## src/rtl/div_pkg.sv

```systemverilog
// Shared constants and state encoding for the restoring divider.
package div_pkg;

  localparam int DIV_WIDTH = 32;
  localparam int DIV_CW    = $clog2(DIV_WIDTH + 1);

  typedef enum logic [2:0] {
    IDLE = 3'd0,
    LOAD = 3'd1,
    ITER = 3'd2,
    FIX  = 3'd3,
    DONE = 3'd4
  } div_state_e;

endpackage

```

## src/rtl/div_acc.sv

```systemverilog
// R:Q accumulator for the restoring divider: 2*WIDTH shift register with
// the WIDTH+1 bit trial subtractor. Load seeds R:Q = {0, din}; Sh shifts one
// quotient bit in per clock; Sub lets a non-negative trial replace R.
module div_acc
  import div_pkg::*;
#(
  parameter int WIDTH = DIV_WIDTH
) (
  input  logic             Clk,
  input  logic             reset,
  input  logic             Load,
  input  logic             Sh,
  input  logic             Sub,
  input  logic [WIDTH-1:0] din,
  input  logic [WIDTH-1:0] divisor,
  output logic [WIDTH-1:0] rem,
  output logic [WIDTH-1:0] quo
);

  logic [WIDTH:0] r_sh;
  logic [WIDTH:0] trial;

  // R shifted left with the next dividend bit, and the trial difference.
  assign r_sh  = {rem, quo[WIDTH-1]};
  assign trial = r_sh - {1'b0, divisor};

  // Load seeds the register; each shift commits the trial or restores R.
  always_ff @(posedge Clk) begin
    if (reset) begin
      rem <= '0;
      quo <= '0;
    end else if (Load) begin
      rem <= '0;
      quo <= din;
    end else if (Sh) begin
      if (Sub && !trial[WIDTH]) begin
        rem <= trial[WIDTH-1:0];
        quo <= {quo[WIDTH-2:0], 1'b1};
      end else begin
        rem <= r_sh[WIDTH-1:0];
        quo <= {quo[WIDTH-2:0], 1'b0};
      end
    end
  end

endmodule

```

## src/rtl/div_restoring.sv

```systemverilog
// Sequential restoring divider (DIV/DIVU). One quotient bit per clock,
// results registered with a one-cycle done pulse.
// Optional feature macro: DIV_SIGNED_EN adds the is_signed port, signed
// magnitude handling and a FIX cycle for sign correction.
module div_restoring
  import div_pkg::*;
#(
  parameter int WIDTH = DIV_WIDTH
) (
  input  logic             Clk,
  input  logic             reset,
  input  logic             start,
  input  logic [WIDTH-1:0] dividend,
  input  logic [WIDTH-1:0] divisor,
  output logic             busy,
  output logic             done,
  output logic [WIDTH-1:0] quotient,
  output logic [WIDTH-1:0] remainder,
  output logic             div_zero
`ifdef DIV_SIGNED_EN
  ,
  input  logic             is_signed
`endif
);

  localparam int CW = $clog2(WIDTH + 1);

  div_state_e     state, nxt;
  logic [CW-1:0]  count;
  logic [WIDTH-1:0] dvd_r, dvs_r;
  logic [WIDTH-1:0] dvd_mag, dvs_mag;
  logic [WIDTH-1:0] acc_r, acc_q;
  logic           acc_load, acc_sh;
  logic           accept, dvs_zero, sgn_run;

  // A start landing in the done cycle is dropped; IDLE accepts the cycle after.
  assign accept   = (state == IDLE) && start && !done;
  assign dvs_zero = (dvs_r == '0);

`ifdef DIV_SIGNED_EN
  logic sgn_r;
  logic neg_q, neg_r;
  assign sgn_run = sgn_r;
  assign neg_q   = sgn_r && (dvd_r[WIDTH-1] ^ dvs_r[WIDTH-1]);
  assign neg_r   = sgn_r && dvd_r[WIDTH-1];
`else
  assign sgn_run = 1'b0;
`endif

  // Magnitudes fed to the accumulator; plain operands for unsigned runs.
  assign dvd_mag = (sgn_run && dvd_r[WIDTH-1]) ? -dvd_r : dvd_r;
  assign dvs_mag = (sgn_run && dvs_r[WIDTH-1]) ? -dvs_r : dvs_r;

  div_acc #(.WIDTH(WIDTH)) u_acc (
    .Clk     (Clk),
    .reset   (reset),
    .Load    (acc_load),
    .Sh      (acc_sh),
    .Sub     (acc_sh),
    .din     (dvd_mag),
    .divisor (dvs_mag),
    .rem     (acc_r),
    .quo     (acc_q)
  );

  // State register.
  always_ff @(posedge Clk) begin
    if (reset) state <= IDLE;
    else       state <= nxt;
  end

  // Next-state and accumulator controls.
  always_comb begin
    nxt      = state;
    acc_load = 1'b0;
    acc_sh   = 1'b0;
    case (state)
      IDLE: if (accept) nxt = LOAD;
      LOAD: begin
        acc_load = 1'b1;
        nxt      = dvs_zero ? DONE : ITER;
      end
      ITER: begin
        acc_sh = 1'b1;
        if (count == CW'(1)) nxt = sgn_run ? FIX : DONE;
      end
`ifdef DIV_SIGNED_EN
      FIX:  nxt = DONE;
`endif
      DONE: nxt = IDLE;
      default: nxt = IDLE;
    endcase
  end

  // Operand capture, iteration counter and registered results/flags.
  always_ff @(posedge Clk) begin
    if (reset) begin
      count     <= '0;
      dvd_r     <= '0;
      dvs_r     <= '0;
      busy      <= 1'b0;
      done      <= 1'b0;
      div_zero  <= 1'b0;
      quotient  <= '0;
      remainder <= '0;
`ifdef DIV_SIGNED_EN
      sgn_r     <= 1'b0;
`endif
    end else begin
      done <= 1'b0;
      if (accept) begin
        dvd_r    <= dividend;
        dvs_r    <= divisor;
        div_zero <= 1'b0;
        busy     <= 1'b1;
`ifdef DIV_SIGNED_EN
        sgn_r    <= is_signed;
`endif
      end
      case (state)
        LOAD: count <= CW'(WIDTH);
        ITER: count <= count - 1'b1;
`ifdef DIV_SIGNED_EN
        FIX: begin
          quotient  <= neg_q ? -acc_q : acc_q;
          remainder <= neg_r ? -acc_r : acc_r;
        end
`endif
        DONE: begin
          done <= 1'b1;
          busy <= 1'b0;
          if (dvs_zero) begin
            quotient  <= '1;
            remainder <= dvd_r;
            div_zero  <= 1'b1;
          end else if (!sgn_run) begin
            quotient  <= acc_q;
            remainder <= acc_r;
          end
        end
        default: ;
      endcase
    end
  end

endmodule
```

## config.mk

```make
export PLATFORM = sky130hd
export DESIGN_NAME = div_restoring
export DESIGN_NICKNAME = d
export VERILOG_FILES = /design/src/rtl/div_pkg.sv /design/src/rtl/div_acc.sv /design/src/rtl/div_restoring.sv
export SDC_FILE = /design/constraint.sdc
export NUM_CORES = 1
export LEC_CHECK = 0
export CORE_UTILIZATION = 26
export DETAILED_ROUTE_END_ITERATION = 16
export PLACE_DENSITY = 0.42
export SETUP_SLACK_MARGIN = 0.5
export SYNTH_ARGS = -nofsm -noshare
export SYNTH_HDL_FRONTEND = slang
export SYNTH_SLANG_ARGS = --single-unit
```

## constraint.sdc

```tcl
create_clock -name Clk -period 2.9 [get_ports Clk]
set_input_delay 0.435 -clock Clk [delete_from_list [all_inputs] [get_ports Clk]]
set_output_delay 0.435 -clock Clk [all_outputs]
set_load 0.05 [all_outputs]
```

==> impl_metrics.csv, run 1 <==
group,metric,value,unit
power,p_sw,3107,uW
cts,cts.htree.levels,1,
power,comb_power_share,32.2,%
power,cellPowerDensity,699.6,nW/um^2
global_routing,grt_use_total,17.30,%
cts,clock-sinks,204,
timing,drv_slew,0,
cts,insertion_delay,0.55,ns
global_routing,overflow,0,
floorplanning,ios,134,
timing,setup_tns,0,ns
placement,placed_area,12420,um^2
logic_synthesis,ys_ff_latch,204,
routing,dr.max_layer_used,"met4",
routing,num_vias,9408,
floorplanning,chipHeight,196.4,um
timing,finalClockSkew,0.01051,ns
floorplanning,start_util,26.65,%
logic_synthesis,avgSynthCellArea,7.907,um^2
layout,final_area,14280,um^2
timing,worst_pin_slew,0.8974,ns
cts,cts_buffer_depth,3,
layout,antenna_cells,0,
routing,wl_met2,15.15,mm
worst_setup_path,path_max_fanout,9,
placement,dp_hpwl,24.41,mm
logic_synthesis,synth_cell_types,67,
logic_synthesis,yosysWarnings,0,
logic_synthesis,synthCells,1243,
routing,met3_length,1.195,mm
layout,multi_input_area,5916,um^2
worst_setup_path,cp_data_required_time,3.31,ns
worst_setup_path,start_kind,"flop",
timing,slew_headroom,40.11,%
worst_hold_path,worstHoldPathType,"input pin to flop",
timing,period_share,93.61,%
timing,finalSetupViolCount,0,
power,leakage,0.005471,uW
logic_synthesis,seq_area_frac_synth,41.55,%
global_routing,grt_pass1_wl,52.56,mm
routing,drc,0,
layout,nNetsFinal,1564,
timing,fin_crit,2.715,ns
job,maxCapViolCount,0,
routing,antenna_left,0,
global_routing,grt_max_degree,77,
floorplanning,die_x,196.4,um
power,pwr-share-seq,31.6,%
floorplanning,rows,70,
global_routing,grt_pass1_vias,9254,
timing,fmax,0.3684,GHz
timing,setup_slack,0.1853,ns
routing,via_per_inst,4.742,
worst_setup_path,cp.arrival,3.13,ns
routing,wl_met1,16.79,mm
logic_synthesis,synth-async-reset-ratio,0,%
placement,io_buffer_count,133,
placement,globalplace.congestion,0.8354,
placement,dp_slack,0.02771,ns
cts,root_buffer,"clkbuf_16",
power,p_clk_share,36.2,%
routing,wl_per_cell,17.08,um
power,power.internal,6886,uW
timing,rsz0062_at_grt,"true",
worst_setup_path,worstSetupPathType,"flop to flop",
layout,drive_gt1_share,20.88,%
routing,drtPass1Iterations,5,
timing,hold_viol_final,0,
layout,seq_area,4123,um^2
cts,cts_buffers,26,
logic_synthesis,syn-cell-area,9828,um^2
power,peakVddDrop,0.0004485,V
logic_synthesis,synth-edff-count,0,
cts,cts_tree,"done",
worst_setup_path,worstSetupEndpointType,"flop",
status,outcome,"finished, final reports clean",
logic_synthesis,synth_ff_type,"dfxtp_1",
layout,fillers,3802,
power,switching_share,31.09,%
layout,area_growth,45.32,%
layout,finish.utilization,38.73,%
cts,path_clk_slew,0.06,ns
routing,drt-total-wl,33.88,mm
routing,first_iter_violations,540,
global_routing,antenna_found_initial,0,
logic_synthesis,synth_nets,1345,
floorplanning,core-area,36870,um^2
floorplanning,die_area,38580,um^2
[stage by stage]
step	hold WS, ns	total power, uW	cells
after floorplan	0.4423	4909	1243
after global placement	0.4273	5833	1900
after detailed placement	0.4313	5832	1900
after CTS	0.2999	9987	1977
after global routing	0.3128	10500	1984
final	0.3193	9993	1984
[synth_stat cells (2+ instances only)]
cell / instances / area share, %
buf_1: 8 / 0.31
ha_1: 34 / 4.3
nand2_1: 262 / 10
or2_2: 2 / 0.13
a31oi_1: 6 / 0.38
clkbuf_2: 2 / 0.10
and3_1: 5 / 0.32
o2111ai_1: 3 / 0.27
nor4_1: 12 / 0.76
a21boi_0: 2 / 0.15
a41oi_1: 4 / 0.36
or4_1: 5 / 0.38
nor2_1: 73 / 2.8
a211oi_2: 3 / 0.38
a21oi_1: 125 / 6.4
buf_2: 7 / 0.36
nor2b_1: 5 / 0.32
nor3_1: 39 / 2.0
o211ai_1: 6 / 0.46
a2111oi_2: 2 / 0.31
clkbuf_1: 58 / 2.2
o31ai_1: 2 / 0.15
buf_6: 3 / 0.34
a21o_1: 11 / 0.84
o21ai_0: 111 / 5.7
mux2i_1: 52 / 5.3
o22ai_1: 30 / 1.9
nand4_1: 14 / 0.89
xnor2_1: 19 / 1.7
a211oi_1: 10 / 0.76
dfxtp_1: 204 / 42
nand2b_1: 9 / 0.57
nand3_1: 14 / 0.71
or3_1: 5 / 0.32
a311oi_1: 2 / 0.18
o211a_1: 2 / 0.20
xor2_1: 5 / 0.45
o21a_1: 5 / 0.38
o21bai_1: 3 / 0.23
and2_1: 7 / 0.45
a2111oi_0: 4 / 0.36
inv_1: 42 / 1.6
o211ai_2: 2 / 0.25
[cells in the final DEF (no fill, tap or decap), types with 7 or more instances in the layout]
master           Yosys  routed
a211oi_1            10       8
a21o_1              11      10
a21oi_1            125     111
a21oi_2              0      13
and2_1               7       7
buf_12               0       7
buf_4                0     123
clkbuf_16            0      26
clkbuf_8             0       7
clkdlybuf4s50_1      0     132
dfxtp_1            204     173
dfxtp_2              0      31
ha_1                34       9
ha_4                 0      24
inv_1               42      34
inv_2                0       8
mux2i_1             52      51
nand2_1            262     258
nand2b_1             9       9
nand3_1             14      12
nand4_1             14      14
nor2_1              73      70
nor3_1              39      39
nor4_1              12      11
o21ai_0            111     100
o21ai_1              0       9
o22ai_1             30      30
xnor2_1             19      19
[worst max-delay path, stage by stage (launching register included)]
cell and delay, ns:
dfxtp_1 0.36, ha_4 0.30, nand4_1 0.19, a2111oi_4 0.31, a21bo_4 0.30, a21boi_4 0.23
o211ai_4 0.14, o211ai_4 0.12, buf_12 0.16, buf_12 0.15, mux2i_1 0.22, a21oi_2 0.09
[power by group through the flow]
stage | Sequential, uW | Clock [uW] | Combinational (uW)
2_1_floorplan | 3180 | 0 | 1730
5_1_grt | 3190 | 3820 | 3490
3_5_place_dp | 3210 | 0 | 2620
4_1_cts | 3160 | 3710 | 3120
6_report | 3160 | 3610 | 3220
3_3_place_gp | 3210 | 0 | 2630
[what timing repair did]
action / in CTS / in global routing
pin swaps: 32 / 27
resized for setup: 85 / 29
hold buffers: 0 / 0
setup buffers: 28 / 7
setup endpoints to repair: 41 / 33
gates cloned: 3 / 0
[layer usage]
metal	vias to the layer above	track usage [%]
met5	-	0
met4	0	4.138
met3	43	2.156
met2	177	27.94
met1	4387	24.38
li1	4801	-
[state kept, by name, indices dropped and copies added, names as in the netlist]
register,count
busy,1
quotient,32
done,1
remainder,32
u_acc.rem,32
div_zero,1
u_acc.quo,32
dvd_mag,32
state,3
dvs_mag,32
count,6
[final cells by class]
class | count | area share [%]
flip-flops and latches | 204 | 28.87
clock buffers | 35 | 5.283
well taps | 504 | 4.415
repair buffers | 268 | 17.40
multi-input cells | 920 | 41.42
inverters | 42 | 1.104
clock inverters | 11 | 1.516
[final timing paths]
kind	to	start	cells past startpoint	slack [ns]
setup reg to reg	u_acc.rem[9]$_SDFFE_PP0P_	u_acc.rem[10]$_SDFFE_PP0P_	11	0.19
hold / removal	count[0]$_SDFFE_PP0P_	reset	2	0.32
hold reg to reg	quotient[8]$_SDFFE_PP0P_	quotient[8]$_SDFFE_PP0P_	2	0.43
setup / recovery	u_acc.rem[9]$_SDFFE_PP0P_	u_acc.rem[10]$_SDFFE_PP0P_	11	0.19
[cells by family after synthesis]
| kind of cell | after synthesis | share of synthesized area [%] |
|---|---|---|
| AOI/OAI and AO/OA | 346 | 21.04 |
| xor gates and xnor gates | 24 | 2.139 |
| adders and majority gates | 35 | 4.532 |
| buffers and inverters | 120 | 4.927 |
| DFF | 204 | 41.55 |
| muxes | 53 | 5.411 |
| and+or+nand+nor | 461 | 20.39 |
(Power assumes the default switching activity.)
==> run 2: changes to the inputs <==
--- a/config.mk
+++ b/config.mk
@@ -6,7 +6,9 @@
 export NUM_CORES = 1
 export LEC_CHECK = 0
 export CORE_UTILIZATION = 26
+export CTS_CLUSTER_SIZE = 25
 export DETAILED_ROUTE_END_ITERATION = 16
+export HOLD_SLACK_MARGIN = 0.1
 export PLACE_DENSITY = 0.42
 export SETUP_SLACK_MARGIN = 0.5
 export SYNTH_ARGS = -nofsm -noshare
==> results of run 2 <==
The final DEF is identical to that of run 1; final timing and power are the same.
